[config.mk]
export PLATFORM = sky130hd
export DESIGN_NAME = icache_refill_axi
export DESIGN_NICKNAME = d
export VERILOG_FILES = /design/src/rtl/icache_refill_axi.sv
export SDC_FILE = /design/constraint.sdc
export NUM_CORES = 1
export LEC_CHECK = 0
export ABC_AREA = 1
export CAP_MARGIN = 20
export CORE_MARGIN = 2
export CORE_UTILIZATION = 40
export CTS_CLUSTER_DIAMETER = 100
export DETAILED_ROUTE_END_ITERATION = 16
export PLACE_DENSITY = 0.8
export SETUP_SLACK_MARGIN = 0.1
export SYNTH_ARGS = -nofsm -noshare
export SYNTH_HDL_FRONTEND = slang
export SYNTH_SLANG_ARGS = --single-unit
[constraint.sdc]
create_clock -name clk -period 6.28 [get_ports clk]
set_input_delay 0.628 -clock clk [delete_from_list [all_inputs] [get_ports clk]]
set_output_delay 0.628 -clock clk [all_outputs]
set_load 0.02 [all_outputs]
[src/rtl/icache_refill_axi.sv]
// Instruction-cache line refill bridge: one aligned AXI4 INCR read burst per
// refill request, returned to the cache as indexed 64-bit beats.
module icache_refill_axi #(
    parameter int         LINE_BYTES = 64,
    parameter logic [3:0] AXI_ID     = 4'd0,
    localparam int        BEATS      = LINE_BYTES / 8,
    localparam int        BW         = (BEATS > 1) ? $clog2(BEATS) : 1
) (
    input  logic          clk,
    input  logic          rst,
    input  logic          req_i,
    input  logic [63:0]   req_addr_i,
    output logic          beat_valid_o,
    output logic [63:0]   beat_data_o,
    output logic [BW-1:0] beat_idx_o,
    output logic          done_o,
    output logic          err_o,
    output logic          arvalid_o,
    input  logic          arready_i,
    output logic [63:0]   araddr_o,
    output logic [7:0]    arlen_o,
    output logic [2:0]    arsize_o,
    output logic [1:0]    arburst_o,
    output logic [3:0]    arid_o,
    input  logic          rvalid_i,
    output logic          rready_o,
    input  logic [63:0]   rdata_i,
    input  logic [1:0]    rresp_i,
    input  logic          rlast_i
);

    typedef enum logic [1:0] {IDLE, ADDR, DATA, DONE} state_t;

    state_t        state;
    state_t        state_nxt;
    logic [BW-1:0] cnt;
    logic          err_flag;
    logic          ending;
    logic          r_hs;
    logic          last_beat;
    logic          beat_err;
    logic          beat_end;

    // The terminating beat closes R immediately, but DONE waits one cycle so
    // done_o trails the final beat_valid_o.
    assign arvalid_o = (state == ADDR);
    assign rready_o  = (state == DATA) && !ending;
    assign done_o    = (state == DONE);
    assign err_o     = (state == DONE) && err_flag;

    assign r_hs      = rvalid_i && rready_o;
    assign last_beat = (cnt == BW'(BEATS - 1));
    assign beat_err  = (rresp_i != 2'b00) || (rlast_i != last_beat);
    assign beat_end  = rlast_i || last_beat;

    always_comb begin
        state_nxt = state;
        case (state)
            IDLE:    if (req_i)     state_nxt = ADDR;
            ADDR:    if (arready_i) state_nxt = DATA;
            DATA:    if (ending)    state_nxt = DONE;
            DONE:                   state_nxt = IDLE;
            default:                state_nxt = IDLE;
        endcase
    end

    always_ff @(posedge clk or posedge rst) begin
        if (rst) begin
            state        <= IDLE;
            cnt          <= '0;
            err_flag     <= 1'b0;
            ending       <= 1'b0;
            beat_valid_o <= 1'b0;
            beat_data_o  <= '0;
            beat_idx_o   <= '0;
            araddr_o     <= '0;
            arlen_o      <= '0;
            arsize_o     <= '0;
            arburst_o    <= '0;
            arid_o       <= '0;
        end else begin
            state        <= state_nxt;
            beat_valid_o <= r_hs;
            if (state == IDLE && req_i) begin
                araddr_o  <= req_addr_i & ~64'(LINE_BYTES - 1);
                arlen_o   <= 8'(BEATS - 1);
                arsize_o  <= 3'b011;
                arburst_o <= 2'b01;
                arid_o    <= AXI_ID;
                cnt       <= '0;
                err_flag  <= 1'b0;
                ending    <= 1'b0;
            end
            if (r_hs) begin
                beat_data_o <= rdata_i;
                beat_idx_o  <= cnt;
                cnt         <= last_beat ? '0 : cnt + 1'b1;
                if (beat_err) err_flag <= 1'b1;
                if (beat_end) ending   <= 1'b1;
            end
        end
    end

endmodule

==> results of run 1 <==
## kinds of logic after synthesis
kind of cell	share of synthesized area [%]
flops	62.6
buf+inv	6.73
other cells	0.0700
fa+ha+maj	1.87
simple gates	28.2
compound gates	0.491
## through the flow
step	utilization, %	power, uW	setup WS (ns)
floorplan	-	2500	2.07
global placement	61.1	3460	3.85
detailed placement	61.1	3500	3.83
CTS	66.4	4670	3.69
global route	66.4	4900	3.60
finish	66.4	4620	3.72
## where the power goes
group | total [uW] | leakage [uW] | internal (uW) | switching [uW]
registers | 1460 | 0.00168 | 1250 | 210
logic | 2010 | 0.00235 | 912 | 1100
clock network | 1150 | 0.000332 | 776 | 371
total | 4620 | 0.00437 | 2940 | 1680
## cells in the mapped netlist
| master | number | area (um2) |
|---|---|---|
| nand2_1 | 387 | 1450 |
| dfrtp_1 | 134 | 3350 |
| buf_4 | 24 | 180 |
| buf_2 | 18 | 90.1 |
| inv_1 | 13 | 48.8 |
| ha_1 | 8 | 100 |
| clkbuf_1 | 6 | 22.5 |
| nand3_1 | 4 | 20.0 |
| o21ai_0 | 4 | 20.0 |
| inv_2 | 2 | 7.51 |
| nand4_1 | 2 | 12.5 |
| buf_6 | 1 | 11.3 |
| conb_1 | 1 | 3.75 |
| nand2_2 | 1 | 6.26 |
| nand3_2 | 1 | 10.0 |
| nor3_1 | 1 | 5.00 |
| o22ai_1 | 1 | 6.26 |
| or2_2 | 1 | 6.26 |
## cell usage in the layout, fill, tap and decap left out
cell and n:
clkbuf_16 17, nand4_1 2, nand2_1 387, conb_1 17, nor3_1 1, nand3_1 4
clkdlybuf4s50_1 265, or2_2 1, clkinvlp_4 2, bufinv_16 6, inv_1 12, inv_2 2
dfrtp_1 134, clkinv_2 2, nand2_2 1, clkbuf_8 3, o21ai_0 4, nand3_2 1
buf_4 5, o22ai_1 1, ha_1 8, clkinv_4 2, inv_6 1
## flip-flops by register name, summed over array words and instances, names as in the netlist
register / count
beat_valid_o: 1
err_flag: 1
state: 2
arburst_o: 1
araddr_o: 58
cnt: 3
ending: 1
beat_data_o: 64
beat_idx_o: 3
## worst max-delay path: cells and delay by family, from the launching register on
kind                     cells  cell delay, ns
buffers and inverters        3            0.79
adder cells (fa/ha/maj)      1            0.21
flip-flops                   1            0.40
AND/OR/NAND/NOR              1            0.12
## path summary, 6_finish.rpt
kind                            slack, ns         endpoint  cells after the start
worst min-delay path                 0.48  beat_data_o[57]                      2
worst min register to register       0.48  beat_data_o[57]                      2
max in group asynchronous            4.36  beat_data_o[28]                      3
worst max register to register       4.25   beat_data_o[5]                      7
min in group asynchronous            0.70  beat_data_o[26]                      2
worst max-delay path                 3.72         rready_o                      5
## layer usage
metal | GRT usage [%] | share of wire, % | vias to the layer above
met4 | 7.79 | 1.6 | 0
met5 | 0 | 0 | -
met3 | 9.70 | 11 | 18
met2 | 34.4 | 47 | 206
li1 | - | - | 2305
met1 | 24.3 | 40 | 2170
## final cells by class
| type | count | share of cell area [%] |
|---|---|---|
| flip-flops and latches | 134 | 38.5 |
| clock inverters | 12 | 2.55 |
| well taps | 176 | 2.53 |
| clock buffers | 20 | 5.35 |
| inverters | 15 | 0.703 |
| repair buffers | 270 | 30.9 |
| multi-input cells | 427 | 19.5 |
==> run summary, run 1 <==
Status -> finished, final reports clean
Crit-path max cell delay -> 0.60 ns
Die area -> 14300 um2
Tmin final -> 2.56 ns
Cells after Synth -> 609
Post-CTS setup buffers -> 0
PortBufs -> 265
Final setup fails -> 0
Largest net degree at the start of global routing -> 81
Core area -> 13100 um2
Placed cell count -> 1022
Register area share after synthesis -> 62.6%
Actual slew at the worst max-slew pin -> 0.795 ns
Die Span Y -> 120 um
Drt total wl -> 14600 um
P_leak -> 0.00437 uW
Initial core utilization -> 40.8%
Crit start category -> flip-flop
Sum Neg Setup Slack -> 0 ns
Top Ports -> 289
Die X -> 120 um
Post-DP HPWL -> 10200 um
HP Start -> beat_data_o[57]
Netlist cell types -> 18
FF+latch count, synth -> 134
Post-Layout Cell Count -> 1054
Reg area -> 3350 um2
Clk root buf -> clkbuf_16
Routed Antenna Nets -> 0
Top cell by count, worst path -> inv_1
Avg WL per Cell -> 13.9 um
Achievable Freq -> 0.391 GHz
Cell Chain, Critical Path -> inv_1, ha_1, nand2_1, inv_1, clkdlybuf4s50_1
IR drop worst, VDD -> 0.000324 V
Initial antenna violation count -> 0
RePlAce Congestion -> 0.765
CP Class -> reg2out
Syn-to-layout area delta -> 62.7%
Clk Latency, worst-skew pair -> 0.41 ns
Number of global-route vias before repair -> 4685
Vias post-DR -> 4699
Global-route wire length before repair -> 23400 um
CP max stage cell -> clkdlybuf4s50_1
CTS tree -> done
Unrepaired setup endpoints after global routing -> false
Post-route cell area -> 8720 um2
H-Tree Depth -> 4
Worst EP required -> 5.65 ns
Clk buf depth -> 2
Clock transition at path regs -> 0.06 ns
Num rows -> 42
CTS Hold Bufs -> 0
Synthesized area -> 5360 um2
GRT Total Usage -> 21.0%
CTS Buf Count -> 17
Skew final -> 0.00881 ns
Crit path launch -> state[0]
Pwr per Cell Area -> 530 nW/um2
Fillers -> 1023
Synthesized area per cell -> 8.80 um2
R2R Path Start -> state[0]
GRT Residual Overflow -> 0
Yosys warns -> 0
Post-CTS Resized -> 0
Final Slew Violations -> 0
Count of final hold-check violations -> 0
Area of the multi-input gates -> 1700 um2
Final cycle utilization of the critical path -> 40.7%
Initial DRC Count -> 277
TritonCTS Sinks -> 134
Final hold slack -> 0.476 ns
CP Max Fanout -> 4
ANT cells -> 0
Hold Path Class -> reg2reg
Via density -> 4.46
# nets final -> 1009
# DRC -> 0
Share of cells above drive strength 1 -> 4.90%
Placed cell area -> 8030 um2
CP endpoint kind -> primary output
DRT Pass-1 Iters -> 4
Normalized max-slew margin -> 47.0%
Max-cap viol count -> 0
Critical path arrival -> 1.93 ns
Power figures use the tool's default switching activity.
==> run 2, diff against run 1 <==
- CORE_UTILIZATION: 40 -> 39
- PLACE_DENSITY: 0.8 -> 0.78
- clock period: 6.28 -> 2.6 ns (I/O delays scaled with it)
==> run 2 against run 1 <==
  * Via count fell by 1.5%
  * Sequential power rose by 140%
  * Total power rose by 130%
  * Largest cell class unchanged
  * Count of clock-buffer cells in the layout rose by 5
==> run summary, run 2 (same netlist as run 1, synthesis figures left out) <==
Status -> finished, final reports clean
R2R Path Start -> state[0]
Pwr per Cell Area -> 1240 nW/um2 (+130%)
# DRC -> 0 (unchanged)
Global-route wire length before repair -> 22500 um (-3.6%)
Final setup fails -> 0 (unchanged)
GRT Residual Overflow -> 0 (unchanged)
Sum Neg Setup Slack -> 0 ns (unchanged)
Area of the multi-input gates -> 1700 um2 (unchanged)
Top reg by flops -> beat_data_o
Sw frac -> 37.3% (+0.89 points)
Actual slew at the worst max-slew pin -> 0.777 ns (-0.0187 ns)
Reg area -> 3350 um2 (unchanged)
Via density -> 4.38 (-1.8%)
Clock transition at path regs -> 0.05 ns (about the same)
Comb pwr share -> 45.4% (+1.9 points)
Achievable Freq -> 0.454 GHz
Initial DRC Count -> 249 (-10%)
RePlAce Congestion -> 0.765 (about the same)
R2r endpoint -> cnt[1]
Commonest non-fill, non-tap cells in the layout -> 387 x nand2_1, 265 x clkdlybuf4s50_1, 134 x dfrtp_1, 17 x conb_1, 17 x clkbuf_16
Die area -> 14700 um2 (+2.5%)
GRT Total Usage -> 20.0% (-1.1 points)
Crit start category -> flip-flop
Gr busiest metal -> met2
CP Max Fanout -> 4 (unchanged)
Sequential fraction of design power -> 32.7% (+1.1 points)
Met1 Use GR -> 23.6% (-0.73 points)
Post-CTS setup buffers -> 0 (unchanged)
Post-CTS Resized -> 0 (unchanged)
Core area -> 13300 um2 (+1.6%)
Unrepaired setup endpoints after global routing -> false
Initial core utilization -> 40.1% (-0.64 points)
Share of cells above drive strength 1 -> 4.88% (-0.022 points)
Net Switching -> 4010 uW (+140%)
CTS tree -> done
Drt total wl -> 14300 um (-2.5%)
H-Tree Depth -> 4 (unchanged)
IR drop worst, VDD -> 0.000636 V (+96%)
Final Slew Violations -> 0 (unchanged)
Skew final -> 0.00755 ns (-0.00126 ns)
Normalized max-slew margin -> 48.2% (+1.2 points)
Commonest non-fill, non-tap cell in the layout -> nand2_1
Num rows -> 42 (unchanged)
Largest net degree at the start of global routing -> 76 (-6.2%)
Met2 Use GR -> 31.7% (-2.7 points)
Avg WL per Cell -> 13.5 um (-2.9%)
Vias post-DR -> 4630 (-1.5%)
CTS Buf Count -> 17 (unchanged)
Post-DP HPWL -> 10100 um (-0.31%)
Routed Antenna Nets -> 0 (unchanged)
P_leak -> 0.00434 uW (-0.65%)
R2r setup slk -> 0.79 ns (-3.46 ns)
Worst EP required -> 2.34 ns (-3.31 ns)
Die X -> 121 um (+1.2%)
Crit path launch -> state[0]
Critical path arrival -> 1.94 ns (about the same)
# nets final -> 1013 (+0.40%)
Top Registers -> beat_data_o (64), araddr_o (58)
Max-cap viol count -> 0 (unchanged)
Count of final hold-check violations -> 0 (unchanged)
CP Class -> reg2out
Hold Path Class -> in2async
Grt met3 use -> 10.1% (+0.36 points)
TritonCTS Sinks -> 134 (unchanged)
Initial antenna violation count -> 0 (unchanged)
PortBufs -> 265 (unchanged)
Tmin final -> 2.20 ns
Int Power -> 6750 uW (+130%)
Clk root buf -> clkbuf_16
Fillers -> 1083 (+5.9%)
Max FFs per register -> 64 (unchanged)
ANT cells -> 0 (unchanged)
CTS Hold Bufs -> 0 (unchanged)
Clk pwr share -> 21.9% (-2.9 points)
Die Span Y -> 121 um (+1.2%)
Final cycle utilization of the critical path -> 84.8%
DRT Pass-1 Iters -> 4 (unchanged)
Post-route cell area -> 8660 um2 (-0.67%)
R2R cell count -> 5 (-2)
Clk buf depth -> 2 (unchanged)
CP endpoint kind -> primary output
Clk Latency, worst-skew pair -> 0.41 ns (about the same)
Placed cell area -> 8070 um2 (+0.51%)
Top Ports -> 289 (unchanged)
Syn-to-layout area delta -> 61.6%
Number of global-route vias before repair -> 4574 (-2.4%)
[run 2: how the worst max path moves through the flow]
stage	end	slack, ns	cells after the start
after CTS	rready_o	0.36	5
final	rready_o	0.40	5
after global routing	rready_o	0.28	5
after detailed placement	cnt[1]	0.75	5
after global placement	araddr_o[13]	0.80	6
after floorplan	araddr_o[10]	0.67	1
[run 2: power groups by stage]
stage | sequential, uW | clock (uW) | combinational [uW]
floorplan | 4600 | 0 | 1440
global placement | 3520 | 0 | 4860
detailed placement | 3520 | 0 | 4940
CTS | 3520 | 2400 | 4950
global route | 3630 | 2520 | 5320
finish | 3520 | 2360 | 4880
[run 2: metal layers]
layer	wire length, um	up-vias
met3	1730	17
met5	0	-
met1	5820	2096
li1	-	2313
met4	197	0
met2	6510	204
[run 2: worst max-delay path, cell delays in order (launching register included)]
cell and delay (ns):
dfrtp_1 0.41, inv_1 0.12, ha_1 0.22, nand2_1 0.12
inv_1 0.08, clkdlybuf4s50_1 0.60
[run 2: cell type report]
| class | instances | share of cell area [%] |
|---|---|---|
| flip-flops and latches | 134 | 38.7 |
| clock inverters | 7 | 1.08 |
| clock buffers | 25 | 5.72 |
| well taps | 176 | 2.54 |
| multi-input cells | 427 | 19.7 |
| inverters | 15 | 0.694 |
| repair buffers | 274 | 31.6 |
[run 2: through the flow]
step / instances / total power (uW) / hold WS, ns / utilization (%) / setup slack (ns)
global placement: 1026 / 8370 / 0.461 / 60.5 / 0.804
global route: 1058 / 11500 / 0.247 / 64.9 / 0.277
floorplan: 625 / 6040 / 0.370 / - / 0.675
detailed placement: 1026 / 8460 / 0.464 / 60.5 / 0.748
CTS: 1058 / 10900 / 0.227 / 64.9 / 0.363
finish: 1058 / 10800 / 0.225 / 64.9 / 0.395
==> run 3, diff against run 2 <==
- clock period: 2.6 -> 2.16 ns (I/O delays scaled with it)
==> run 3 against run 2 <==
  * Worst hold slack gained 0.050 ns
  * Flip-flop and latch count is the same
  * Register-to-register slack lost 0.29 ns
  * Sequential power grew 21%
  * Critical endpoint is now arvalid_o
==> run summary, run 3 (same netlist as run 1, synthesis figures left out) <==
Initial antenna violation count -> 1 (+1)
Syn-to-layout area delta -> 62.0%
Met1 WL -> 5950 um (+2.2%)
Commonest non-fill, non-tap cell in the layout -> nand2_1
Count of final hold-check violations -> 0 (unchanged)
Num rows -> 42 (unchanged)
Normalized max-slew margin -> 55.3% (+7.1 points)
Area of the multi-input gates -> 1700 um2 (unchanged)
# nets final -> 1012 (-0.099%)
Top reg by flops -> beat_data_o
Post-CTS Resized -> 1 (+1)
IR drop worst, VDD -> 0.000820 V (+29%)
Final Slew Violations -> 0 (unchanged)
Met2 wire len -> 6790 um (+4.3%)
Post-DP HPWL -> 10300 um (+1.6%)
Top Registers -> beat_data_o (64), araddr_o (58)
Top Ports -> 289 (unchanged)
Placed cell area -> 8100 um2 (+0.37%)
Clk buf depth -> 2 (unchanged)
Actual slew at the worst max-slew pin -> 0.670 ns (-0.107 ns)
Global-route wire length before repair -> 23300 um (+3.3%)
Clk root buf -> clkbuf_16
Core area -> 13300 um2 (unchanged)
Pwr per Cell Area -> 1490 nW/um2 (+20%)
GRT Total Usage -> 20.3% (+0.36 points)
TritonCTS Sinks -> 134 (unchanged)
Post-route cell area -> 8680 um2 (+0.20%)
PortBufs -> 265 (unchanged)
ANT cells -> 0 (unchanged)
CP Class -> reg2out
Drt total wl -> 14600 um (+2.2%)
P_leak -> 0.00435 uW (+0.18%)
Hold Path Class -> in2async
Final cycle utilization of the critical path -> 89.9%
RePlAce Congestion -> 0.763 (-0.22%)
Tmin final -> 1.94 ns
Cell Chain, Critical Path -> inv_1, ha_1, clkdlybuf4s50_1
Post-CTS setup buffers -> 0 (unchanged)
Critical path arrival -> 1.72 ns (-0.22 ns)
DRT Pass-1 Iters -> 4 (unchanged)
Die X -> 121 um (unchanged)
R2r setup slk -> 0.50 ns (-0.29 ns)
Via density -> 4.44 (+1.5%)
CP delay by family, top -> buffers and inverters
Die area -> 14700 um2 (unchanged)
Clock transition at path regs -> 0.06 ns (about the same)
Die Span Y -> 121 um (unchanged)
Worst EP required -> 1.94 ns (-0.40 ns)
GRT Residual Overflow -> 0 (unchanged)
Crit-path max cell delay -> 0.62 ns (+0.02 ns)
Bufs and invs on worst path -> 2 (-1)
Max FFs per register -> 64 (unchanged)
Clk Latency, worst-skew pair -> 0.40 ns (about the same)
Max-cap viol count -> 0 (unchanged)
Unrepaired setup endpoints after global routing -> false
# DRC -> 0 (unchanged)
Vias post-DR -> 4697 (+1.4%)
Initial DRC Count -> 222 (-11%)
R2R Path Start -> state[0]
Met3 wire len -> 1660 um (-4.0%)
Fillers -> 1103 (+1.8%)
CTS Hold Bufs -> 0 (unchanged)
Top Metal Used -> met4
H-Tree Depth -> 4 (unchanged)
R2R cell count -> 6 (+1)
CP Max Fanout -> 4 (unchanged)
CP max stage cell -> clkdlybuf4s50_1
Reg area -> 3350 um2 (unchanged)
Routed Antenna Nets -> 0 (unchanged)
Status -> finished, final reports clean
Avg WL per Cell -> 13.8 um (+2.3%)
Initial core utilization -> 40.1% (unchanged)
Largest net degree at the start of global routing -> 74 (-2.6%)
Placement Setup Slack -> 0.450 ns (-0.298 ns)
Skew final -> 0.00460 ns (-0.00295 ns)
Final setup fails -> 0 (unchanged)
R2r endpoint -> araddr_o[16]
Setup ws final -> 0.219 ns (-0.176 ns)
Crit start category -> flip-flop
CTS tree -> done
Commonest non-fill, non-tap cells in the layout -> 387 x nand2_1, 264 x clkdlybuf4s50_1, 134 x dfrtp_1, 17 x conb_1, 17 x clkbuf_16
Achievable Freq -> 0.515 GHz
Number of global-route vias before repair -> 4732 (+3.5%)
CP endpoint kind -> primary output
Sum Neg Setup Slack -> 0 ns (unchanged)
Share of cells above drive strength 1 -> 4.88% (+0.0055 points)
CTS Buf Count -> 17 (unchanged)
## run 3: per-stage QoR
stage,instances,util [%],hold WS (ns),power [uW]
after detailed placement,1025,60.7,0.464,10200
after floorplan,625,-,0.326,7270
final,1057,65.0,0.275,12900
after CTS,1057,65.0,0.275,13100
after global routing,1057,65.0,0.297,13800
after global placement,1025,60.7,0.461,10100
## run 3: area by class of cell
class | instances | share of cell area [%]
clock buffers | 23 | 5.51
repair buffers | 273 | 31.8
inverters | 15 | 0.692
multi-input cells | 427 | 19.6
flip-flops and latches | 134 | 38.7
well taps | 176 | 2.54
clock inverters | 9 | 1.15
## run 3: tightest hold or removal path, cell delays in order
cell and delay, ns:
clkdlybuf4s50_1 0.44, clkinvlp_4 0.12, buf_12 0.29
## run 3: how the worst max path moves through the flow
| stage | startpoint | end | slack, ns | cells past startpoint |
|---|---|---|---|---|
| floorplan | rst | araddr_o[10] | 0.28 | 1 |
| global placement | state[0] | rready_o | 0.46 | 5 |
| detailed placement | state[0] | rready_o | 0.45 | 5 |
| CTS | state[1] | arvalid_o | 0.19 | 3 |
| global route | state[1] | arvalid_o | 0.11 | 3 |
| finish | state[1] | arvalid_o | 0.22 | 3 |
## run 3: layer usage
metal | global-route usage, % | vias to the layer above
met2 | 33.1 | 207
met1 | 24.2 | 2170
met3 | 9.35 | 16
met4 | 5.96 | 0
li1 | - | 2304
met5 | 0 | -
## run 3: power by group
group / switching [uW] / internal (uW) / leakage (uW) / total, uW
combinational: 3200 / 2690 / 0.00238 / 5890
sequential: 615 / 3640 / 0.00168 / 4250
clock: 1020 / 1780 / 0.000283 / 2800
